**src/rtl/ifetch_pkg.sv**
```systemverilog
// Shared types and defaults for the instruction fetch sequencer.
// Fetch state encoding, width defaults, reset vector and PC step.
package ifetch_pkg;

  localparam int          ADDR_W_DEFAULT   = 32;
  localparam int          INSTR_W_DEFAULT  = 32;
  localparam logic [31:0] RESET_PC_DEFAULT = 32'hBFC00000;
  localparam int          PC_INCR          = 4;

  typedef enum logic [1:0] {
    REQ  = 2'd0,
    WAIT = 2'd1,
    FULL = 2'd2,
    DROP = 2'd3
  } fetch_state_t;

endpackage

```
**src/rtl/fetch_skid_buf.sv**
```systemverilog
// Single-entry {pc, instr} skid buffer that holds a response while decode stalls.
// Flush has priority over load, and load has priority over unload.
module fetch_skid_buf #(
  parameter int ADDR_W  = 32,
  parameter int INSTR_W = 32
) (
  input  logic               clk,
  input  logic               rst,
  input  logic               load,
  input  logic               unload,
  input  logic               flush,
  input  logic [ADDR_W-1:0]  load_pc,
  input  logic [INSTR_W-1:0] load_instr,
  output logic               valid,
  output logic [ADDR_W-1:0]  pc,
  output logic [INSTR_W-1:0] instr
);

  // NOTE: sequential state uses non-blocking assignments so every register
  // samples pre-edge values regardless of the order the blocks are evaluated in.
  always_ff @(posedge clk or posedge rst) begin
    if (rst) begin
      valid <= 1'b0;
      pc    <= '0;
      instr <= '0;
    end else if (flush) begin
      valid <= 1'b0;
    end else if (load) begin
      valid <= 1'b1;
      pc    <= load_pc;
      instr <= load_instr;
    end else if (unload) begin
      valid <= 1'b0;
    end
  end

endmodule

```
**src/rtl/ifetch_ctrl.sv**
```systemverilog
// Fetch sequencer: one outstanding req/gnt/rvalid fetch, registered output slot,
// skid buffer for back-pressure, redirect squash. IFETCH_PERF_EN adds perf counters.
module ifetch_ctrl
  import ifetch_pkg::*;
#(
  parameter int                ADDR_W   = ADDR_W_DEFAULT,
  parameter int                INSTR_W  = INSTR_W_DEFAULT,
  parameter logic [ADDR_W-1:0] RESET_PC = ADDR_W'(RESET_PC_DEFAULT)
) (
  input  logic               clk,
  input  logic               rst,
  input  logic               stall,
  input  logic               redirect_valid,
  input  logic [ADDR_W-1:0]  redirect_pc,
  output logic               imem_req,
  output logic [ADDR_W-1:0]  imem_addr,
  input  logic               imem_gnt,
  input  logic               imem_rvalid,
  input  logic [INSTR_W-1:0] imem_rdata,
  output logic               if_valid,
  output logic [ADDR_W-1:0]  if_pc,
  output logic [INSTR_W-1:0] if_instr,
  output logic               busy
`ifdef IFETCH_PERF_EN
  ,
  output logic [31:0]        perf_fetched,
  output logic [31:0]        perf_dropped
`endif
);

  fetch_state_t       state, state_nxt;
  logic [ADDR_W-1:0]  pc, pc_nxt;
  logic [ADDR_W-1:0]  fetch_pc, fetch_pc_nxt;
  logic               consume;
  logic               slot_load_mem, slot_load_skid;
  logic               skid_load, skid_flush;
  logic               skid_valid;
  logic [ADDR_W-1:0]  skid_pc;
  logic [INSTR_W-1:0] skid_instr;

  assign consume   = if_valid & ~stall;
  assign imem_req  = (state == REQ);
  assign imem_addr = pc;
  assign busy      = (state == WAIT) || (state == DROP);

  // NOTE: every signal written here gets a default first, so no path through
  // the case statements can leave one unassigned and infer a latch.
  always_comb begin
    state_nxt      = state;
    pc_nxt         = pc;
    fetch_pc_nxt   = fetch_pc;
    slot_load_mem  = 1'b0;
    slot_load_skid = 1'b0;
    skid_load      = 1'b0;
    skid_flush     = 1'b0;
    if (redirect_valid) begin
      pc_nxt     = redirect_pc & ~ADDR_W'(3);
      skid_flush = 1'b1;
      case (state)
        REQ:     if (imem_gnt) state_nxt = DROP;
        WAIT:    state_nxt = imem_rvalid ? REQ : DROP;
        FULL:    state_nxt = REQ;
        // A response landing with the redirect is already discarded here.
        DROP:    state_nxt = imem_rvalid ? REQ : DROP;
        default: state_nxt = REQ;
      endcase
    end else begin
      case (state)
        REQ: if (imem_gnt) begin
          fetch_pc_nxt = pc;
          state_nxt    = WAIT;
        end
        WAIT: if (imem_rvalid) begin
          pc_nxt = fetch_pc + ADDR_W'(PC_INCR);
          if (!if_valid || consume) begin
            slot_load_mem = 1'b1;
            state_nxt     = REQ;
          end else begin
            skid_load = 1'b1;
            state_nxt = FULL;
          end
        end
        FULL: if (consume) begin
          slot_load_skid = skid_valid;
          state_nxt      = REQ;
        end
        DROP:    if (imem_rvalid) state_nxt = REQ;
        default: state_nxt = REQ;
      endcase
    end
  end

  always_ff @(posedge clk or posedge rst) begin
    if (rst) begin
      state    <= REQ;
      pc       <= RESET_PC;
      fetch_pc <= '0;
    end else begin
      state    <= state_nxt;
      pc       <= pc_nxt;
      fetch_pc <= fetch_pc_nxt;
    end
  end

  always_ff @(posedge clk or posedge rst) begin
    if (rst) begin
      if_valid <= 1'b0;
      if_pc    <= '0;
      if_instr <= '0;
    end else if (redirect_valid) begin
      if_valid <= 1'b0;
    end else if (slot_load_mem) begin
      if_valid <= 1'b1;
      if_pc    <= fetch_pc;
      if_instr <= imem_rdata;
    end else if (slot_load_skid) begin
      if_valid <= 1'b1;
      if_pc    <= skid_pc;
      if_instr <= skid_instr;
    end else if (consume) begin
      if_valid <= 1'b0;
    end
  end

  fetch_skid_buf #(
    .ADDR_W (ADDR_W),
    .INSTR_W(INSTR_W)
  ) u_skid (
    .clk       (clk),
    .rst       (rst),
    .load      (skid_load),
    .unload    (slot_load_skid),
    .flush     (skid_flush),
    .load_pc   (fetch_pc),
    .load_instr(imem_rdata),
    .valid     (skid_valid),
    .pc        (skid_pc),
    .instr     (skid_instr)
  );

`ifdef IFETCH_PERF_EN
  logic accept_rsp, drop_rsp;
  assign accept_rsp = imem_rvalid && (state == WAIT) && !redirect_valid;
  assign drop_rsp   = imem_rvalid && ((state == DROP) || (state == WAIT && redirect_valid));

  always_ff @(posedge clk or posedge rst) begin
    if (rst) begin
      perf_fetched <= '0;
      perf_dropped <= '0;
    end else begin
      if (accept_rsp) perf_fetched <= perf_fetched + 32'd1;
      if (drop_rsp)   perf_dropped <= perf_dropped + 32'd1;
    end
  end
`endif

endmodule
```
**config.mk**
```make
export PLATFORM = sky130hd
export DESIGN_NAME = ifetch_ctrl
export DESIGN_NICKNAME = d
export VERILOG_FILES = /design/src/rtl/ifetch_pkg.sv /design/src/rtl/fetch_skid_buf.sv /design/src/rtl/ifetch_ctrl.sv
export SDC_FILE = /design/constraint.sdc
export NUM_CORES = 1
export LEC_CHECK = 0
export ABC_AREA = 1
export BUFFER_PORTS_ARGS = -buffer_cell sky130_fd_sc_hd__buf_2
export CAP_MARGIN = 10
export CORE_MARGIN = 3
export CORE_UTILIZATION = 42
export DETAILED_ROUTE_END_ITERATION = 7
export HOLD_SLACK_MARGIN = 0.03
export RECOVER_POWER = 25
export REMOVE_ABC_BUFFERS = 1
export SKIP_CTS_REPAIR_TIMING = 1
export SYNTH_ARGS = -nofsm -noshare
export SYNTH_HDL_FRONTEND = slang
export SYNTH_SLANG_ARGS = --single-unit
```
**constraint.sdc**
```tcl
create_clock -name clk -period 8.6 [get_ports clk]
set_input_delay 0.86 -clock clk [delete_from_list [all_inputs] [get_ports clk]]
set_output_delay 0.86 -clock clk [all_outputs]
set_load 0.02 [all_outputs]
```
==> results of run 1 <==
## registers in the layout, summed over array words and instances, names as in the netlist
register	flops
fetch_pc	32
if_instr	32
if_pc	32
if_valid	1
imem_addr	32
state	2
u_skid.instr	32
u_skid.pc	32
u_skid.valid	1
## layer usage
| metal | wire, um | GRT usage [%] | vias to the layer above | part of all wire, % |
|---|---|---|---|---|
| met1 | 12300 | 32.0 | 3789 | 48 |
| met4 | 318 | 5.05 | 0 | 1.2 |
| met2 | 11800 | 34.1 | 199 | 46 |
| li1 | - | - | 3917 | - |
| met3 | 1230 | 3.83 | 21 | 4.8 |
| met5 | 0 | 0 | - | 0 |
## worst max-delay path: cells and delay by family
kind                   cells  cell delay (ns)
buffers and inverters      3             2.94
## final cells by class
| class | count | area [sq um] | share of cell area [%] |
|---|---|---|---|
| multi-input combinational | 789 | 3620 | 34.2 |
| clock buffer | 21 | 470 | 4.44 |
| timing repair buffer | 177 | 873 | 8.24 |
| sequential | 196 | 4920 | 46.4 |
| tap | 275 | 344 | 3.25 |
| clock inverter | 11 | 93.8 | 0.886 |
| inverter | 73 | 275 | 2.60 |
## cell families (layout without fill, tap and decap cells)
logic type	Yosys count	after routing	synth area share, %
AO/OA/AOI/OAI	290	290	17.1
XOR/XNOR	2	2	0.192
adder cells (fa/ha/maj)	1	1	0.137
buffers and inverters	138	282	6.95
flip-flops	196	196	53.8
AND/OR/NAND/NOR	496	496	21.8
## cells in the mapped netlist, drive strengths merged
library cell / instances / area (sq um)
nand2: 368 / 1390
o21ai: 197 / 1060
dfrtp: 187 / 4680
a21oi: 77 / 385
nor2: 74 / 304
inv: 73 / 274
nand3: 47 / 235
buf: 39 / 264
clkbuf: 26 / 97.6
dfstp: 9 / 236
nand4: 6 / 58.8
o211ai: 4 / 30.0
o22ai: 4 / 25.0
o221ai: 3 / 26.3
a31oi: 2 / 12.5
o21bai: 2 / 15.0
a31o: 1 / 8.76
and2: 1 / 6.26
ha: 1 / 12.5
xnor2: 1 / 8.76
xor2: 1 / 8.76
## stage by stage
step | area [sq um] | util (%) | hold WS (ns)
finish | 10600 | 49.9 | 0.472
global route | 10600 | 49.9 | 0.490
CTS | 10600 | 50.1 | 0.477
detailed placement | 10100 | 47.5 | 0.459
global placement | 10100 | 47.5 | 0.454
floorplan | 8780 | - | 0.442
## report_power, final
part	internal, W	switching, W
Clock	0.000402	0.000374
Combinational	0.000418	0.000855
Sequential	0.00131	0.000291
## worst min-delay path by stage
stage                          start          endpoint  cells after the start
floorplan            u_skid.instr[0]   u_skid.instr[0]                      2
detailed placement   u_skid.instr[2]   u_skid.instr[2]                      2
finish              u_skid.instr[23]  u_skid.instr[23]                      2
global placement    u_skid.instr[29]  u_skid.instr[29]                      2
global route        u_skid.instr[25]  u_skid.instr[25]                      2
CTS                     u_skid.pc[7]      u_skid.pc[7]                      2
==> results by group, run 1 <==
Floorplan
  • Die W: 154 um
  • Row cnt: 53
  • Total die area: 23600 sq um
  • Io pins: 169
  • Die height: 154 um
  • CORE AREA: 21200 sq um
  • Initial Utilization: 43.1%

Layout
  • Filler cells: 2171
  • Ant. Diodes: 0
  • Post-Layout Cell Count: 1542
  • Commonest non-fill, non-tap cells in the layout: nand2_1 (365), dfrtp_1 (187), buf_2 (134)
  • Share of layout cells above drive strength 1: 17.7%
  • Final #Nets: 1325
  • Leading cell type in the layout, fill and taps excluded: nand2_1
  • Area Overhead vs Synth: 15.8%

Place
  • Post-DP HPWL: 16100 um
  • Dpl ws: 4.68 ns
  • Gpl congestion: 0.808
  • Port buffer count: 166
  • Placed cells: 1510

STA
  • Worst slew pin tran: 3.45 ns
  • Worst Slack Setup Final: 5.19 ns
  • Pins Over Slew Limit: 78
  • Final min period: 3.41 ns
  • Fin. Hold Viols: 0
  • Tcrit/Tclk final: 39.6%
  • Final setup skew: 0.0113 ns
  • Setup TNS: 0 ns
  • RSZ-0062 raised after global routing: false
  • Relative slew margins: -131%
  • Fmax: 294 MHz
  • # setup viols final: 0

Clocking
  • CTS Sinks: 196
  • CTS tree: built
  • Root buf cell: clkbuf_16
  • Clock-pin slew on the worst setup and hold paths: 0.08 ns
  • CTS max path bufs: 2
  • H-tree depth: 4
  • Total clock buffers created by CTS: 17
  • Clock latency on the worst-skew pair: 0.43 ns

Critical path
  • Critical Path End Type: asynchronous set/reset pin
  • CP peak stage delay: 1.93 ns
  • CP Cell Sequence: buf_2, clkinvlp_2, buf_4
  • Crit path arrival time: 3.86 ns
  • Reg-to-reg setup timing slack: 5.84 ns
  • Crit path launch: rst
  • Worst R2R End: if_instr[4]
  • CP max stage cell: clkinvlp_2
  • CP Max Fanout: 77
  • Critical path class: in -> async
  • Worst endpoint required time: 9.06 ns
  • Worst reg2reg startpoint: if_valid
  • Startpoint Class: input port
  • Worst Setup EP: u_skid.pc[22]
  • Worst r2r path cells: 8

Power
  • Tot Pwr: 0.00365 W
  • VDD IR max: 153 uV
  • Leak pwr: 5.12 nW
  • Pwr dens: 344 nW/um^2

Synthesis
  • Post-synth cell types: 33
  • Gate Count Post-Synth: 1123
  • Yosys reg bits: 196
  • Ys Warns: 0
  • Synthesized cell area: 9150 sq um
  • Syn avg cell area: 8.14 sq um
  • Seq/Total Area, Yosys: 53.8%

GRT
  • GRT Total Usage: 21.8%
  • Largest net degree at the start of global routing: 78
  • Initial antenna violation count: 0
  • Global-route wire length before repair: 41600 um
  • Vias in the first global route: 7623
  • Total gr overflow: 0

Worst hold path
  • Hold WC Path Type: reg -> reg

Run status
  • Failing checks: max-capacitance violations, max-slew violations
  • Run status: complete, but fails checks

Routing
  • Vias: 7926
  • 1st-pass router iterations: 5
  • Iter 0 DRT Violations: 562
  • DRC violations left: 0
  • Antenna violation net count after detailed routing: 0
  • Total Wirelength: 25600 um
  • Vias/cell: 5.14
  • DR WL/cell: 16.6 um

Flow run
  • Max_cap viols: 1
No activity file was read; power rests on OpenSTA's default activity.
==> run 2: changes to the inputs <==
- clock period: 8.6 -> 3.4 ns (I/O delays scaled with it)
==> run 2 against run 1 <==
  * The run still ends with max-capacitance violations, max-slew violations left
  * Critical path depth grew 4
  * Register-to-register slack worse by 4.8 ns
  * Die area stayed put
  * Worst hold slack worse by 0.36 ns
  * Non-clock buffer count grew 2
  * Combinational power rose to 2.6 times the previous value
  * Sequential cell count unchanged
  * Sequential share of layout area fell by 0.61 points
  * Highest routed layer unchanged
==> results by group, run 2 (synthesis results as in run 1) <==
Critical path
  • Reg-to-reg setup timing slack: 1.08 ns
  • Critical path class: reg -> reg
  • Worst endpoint required time: 3.69 ns
  • Family with the most delay on the worst path: buffers and inverters
  • CP Cell Sequence: nand2_1, inv_1, nand4_1, nand2_4, inv_2, buf_4, o21ai_0
  • Startpoint Class: flop
  • CP peak stage delay: 0.55 ns
  • CP Max Fanout: 43
  • CP max stage cell: buf_4
  • Critical Path End Type: flop
  • CP bufs+invs: 3
  • Crit path arrival time: 2.61 ns

Clocking
  • CTS tree: built
  • H-tree depth: 4
  • Clock latency on the worst-skew pair: 0.44 ns
  • Root buf cell: clkbuf_16
  • CTS Sinks: 196
  • Total clock buffers created by CTS: 17
  • Clock-pin slew on the worst setup and hold paths: 0.07 ns
  • CTS max path bufs: 2

Power
  • Leak pwr: 5.28 nW
  • Pwr dens: 887 nW/um^2
  • VDD IR max: 414 uV

STA
  • Tcrit/Tclk final: 68.4%
  • RSZ-0062 raised after global routing: false
  • Relative slew margins: -54.2%
  • # setup viols final: 0
  • Fin. Hold Viols: 0
  • Pins Over Slew Limit: 102
  • Final setup skew: 0.0109 ns
  • Worst slew pin tran: 2.31 ns
  • Fmax: 430 MHz
  • Final min period: 2.32 ns
  • Setup TNS: 0 ns
  • Worst Slack Setup Final: 1.08 ns

Run status
  • Run status: complete, but fails checks
  • Failing checks: max-capacitance violations, max-slew violations

Floorplan
  • CORE AREA: 21200 sq um
  • Die W: 154 um
  • Die height: 154 um
  • Initial Utilization: 43.1%
  • Row cnt: 53
  • Io pins: 169
  • Total die area: 23600 sq um

Routing
  • Antenna violation net count after detailed routing: 0
  • 1st-pass router iterations: 4
  • Iter 0 DRT Violations: 506
  • Vias: 8021
  • DR WL/cell: 16.9 um
  • Total Wirelength: 26000 um
  • DRC violations left: 0
  • Vias/cell: 5.19

Place
  • Dpl ws: 0.900 ns
  • Placed cells: 1512
  • Gpl congestion: 0.816
  • Port buffer count: 166
  • Post-DP HPWL: 16200 um

GRT
  • Global-route wire length before repair: 41600 um
  • Initial antenna violation count: 0
  • Largest net degree at the start of global routing: 104
  • Total gr overflow: 0
  • Vias in the first global route: 7690
  • GRT Total Usage: 22.0%

Layout
  • Filler cells: 2098
  • Share of layout cells above drive strength 1: 20.0%
  • Post-Layout Cell Count: 1544
  • Leading cell type in the layout, fill and taps excluded: nand2_1
  • Final #Nets: 1327
  • Ant. Diodes: 0
  • Final Util: 50.6%
  • Commonest non-fill, non-tap cells in the layout: nand2_1 (365), dfrtp_1 (187), buf_2 (165)
  • Area Overhead vs Synth: 17.4%

Worst hold path
  • Hold WC Path Type: in -> reg

Flow run
  • Max_cap viols: 1
-- run 2: cell types whose count changed in the layout (fill, tap and decap cells not counted) --
cell        change
inv_6           -1
clkinv_2        -1
bufinv_16       +4
clkinvlp_2      -1
clkinvlp_4      +2
clkbuf_1       -28
clkbuf_8        -2
inv_8           -1
clkinv_4        -3
buf_12          +2
buf_2          +31
-- run 2: per-layer routing --
layer	global-route usage (%)	part of all wire, %	vias up
li1	-	-	3930
met1	32.0	48	3837
met2	34.5	45	225
met3	3.80	5.2	29
met4	5.42	1.8	0
met5	0	0	-
-- run 2: through the flow --
| stage | hold slack [ns] | power (W) | instance area [sq um] |
|---|---|---|---|
| after global placement | 0.453 | 0.00730 | 10100 |
| final | 0.111 | 0.00952 | 10700 |
| after global routing | 0.114 | 0.0102 | 10700 |
| after floorplan | 0.442 | 0.00615 | 8780 |
| after detailed placement | 0.459 | 0.00738 | 10100 |
| after CTS | 0.0664 | 0.00958 | 10700 |
-- run 2: layout make-up --
class	count	area, sq um	area share [%]
clock buffers	22	454	4.23
well taps	275	344	3.21
inverters	73	278	2.59
clock inverters	10	170	1.59
repair buffers	179	952	8.87
multi-input cells	789	3620	33.7
flip-flops and latches	196	4920	45.8
-- run 2: worst register-to-register path, cell delays in order (launching register included) --
cell     delay [ns]
dfrtp_1        0.46
nand2_1        0.12
inv_1          0.04
nand4_1        0.12
nand2_4        0.23
inv_2          0.44
buf_4          0.55
o21ai_0        0.20
-- run 2: power breakdown --
group	internal (W)	switching (W)
Combinational	0.00111	0.00219
Clock	0.00126	0.000925
Sequential	0.00331	0.000728
Total	0.00568	0.00384
-- run 2: path summary, 6_finish.rpt --
check / from / to / depth (start not counted)
hold / removal: redirect_pc[19] / imem_addr[19] / 3
setup reg to reg: state[1] / if_valid / 7
min in group asynchronous: rst / u_skid.instr[20] / 2
hold reg to reg: u_skid.instr[8] / u_skid.instr[8] / 2
max in group asynchronous: rst / if_pc[16] / 2
setup / recovery: state[1] / if_valid / 7
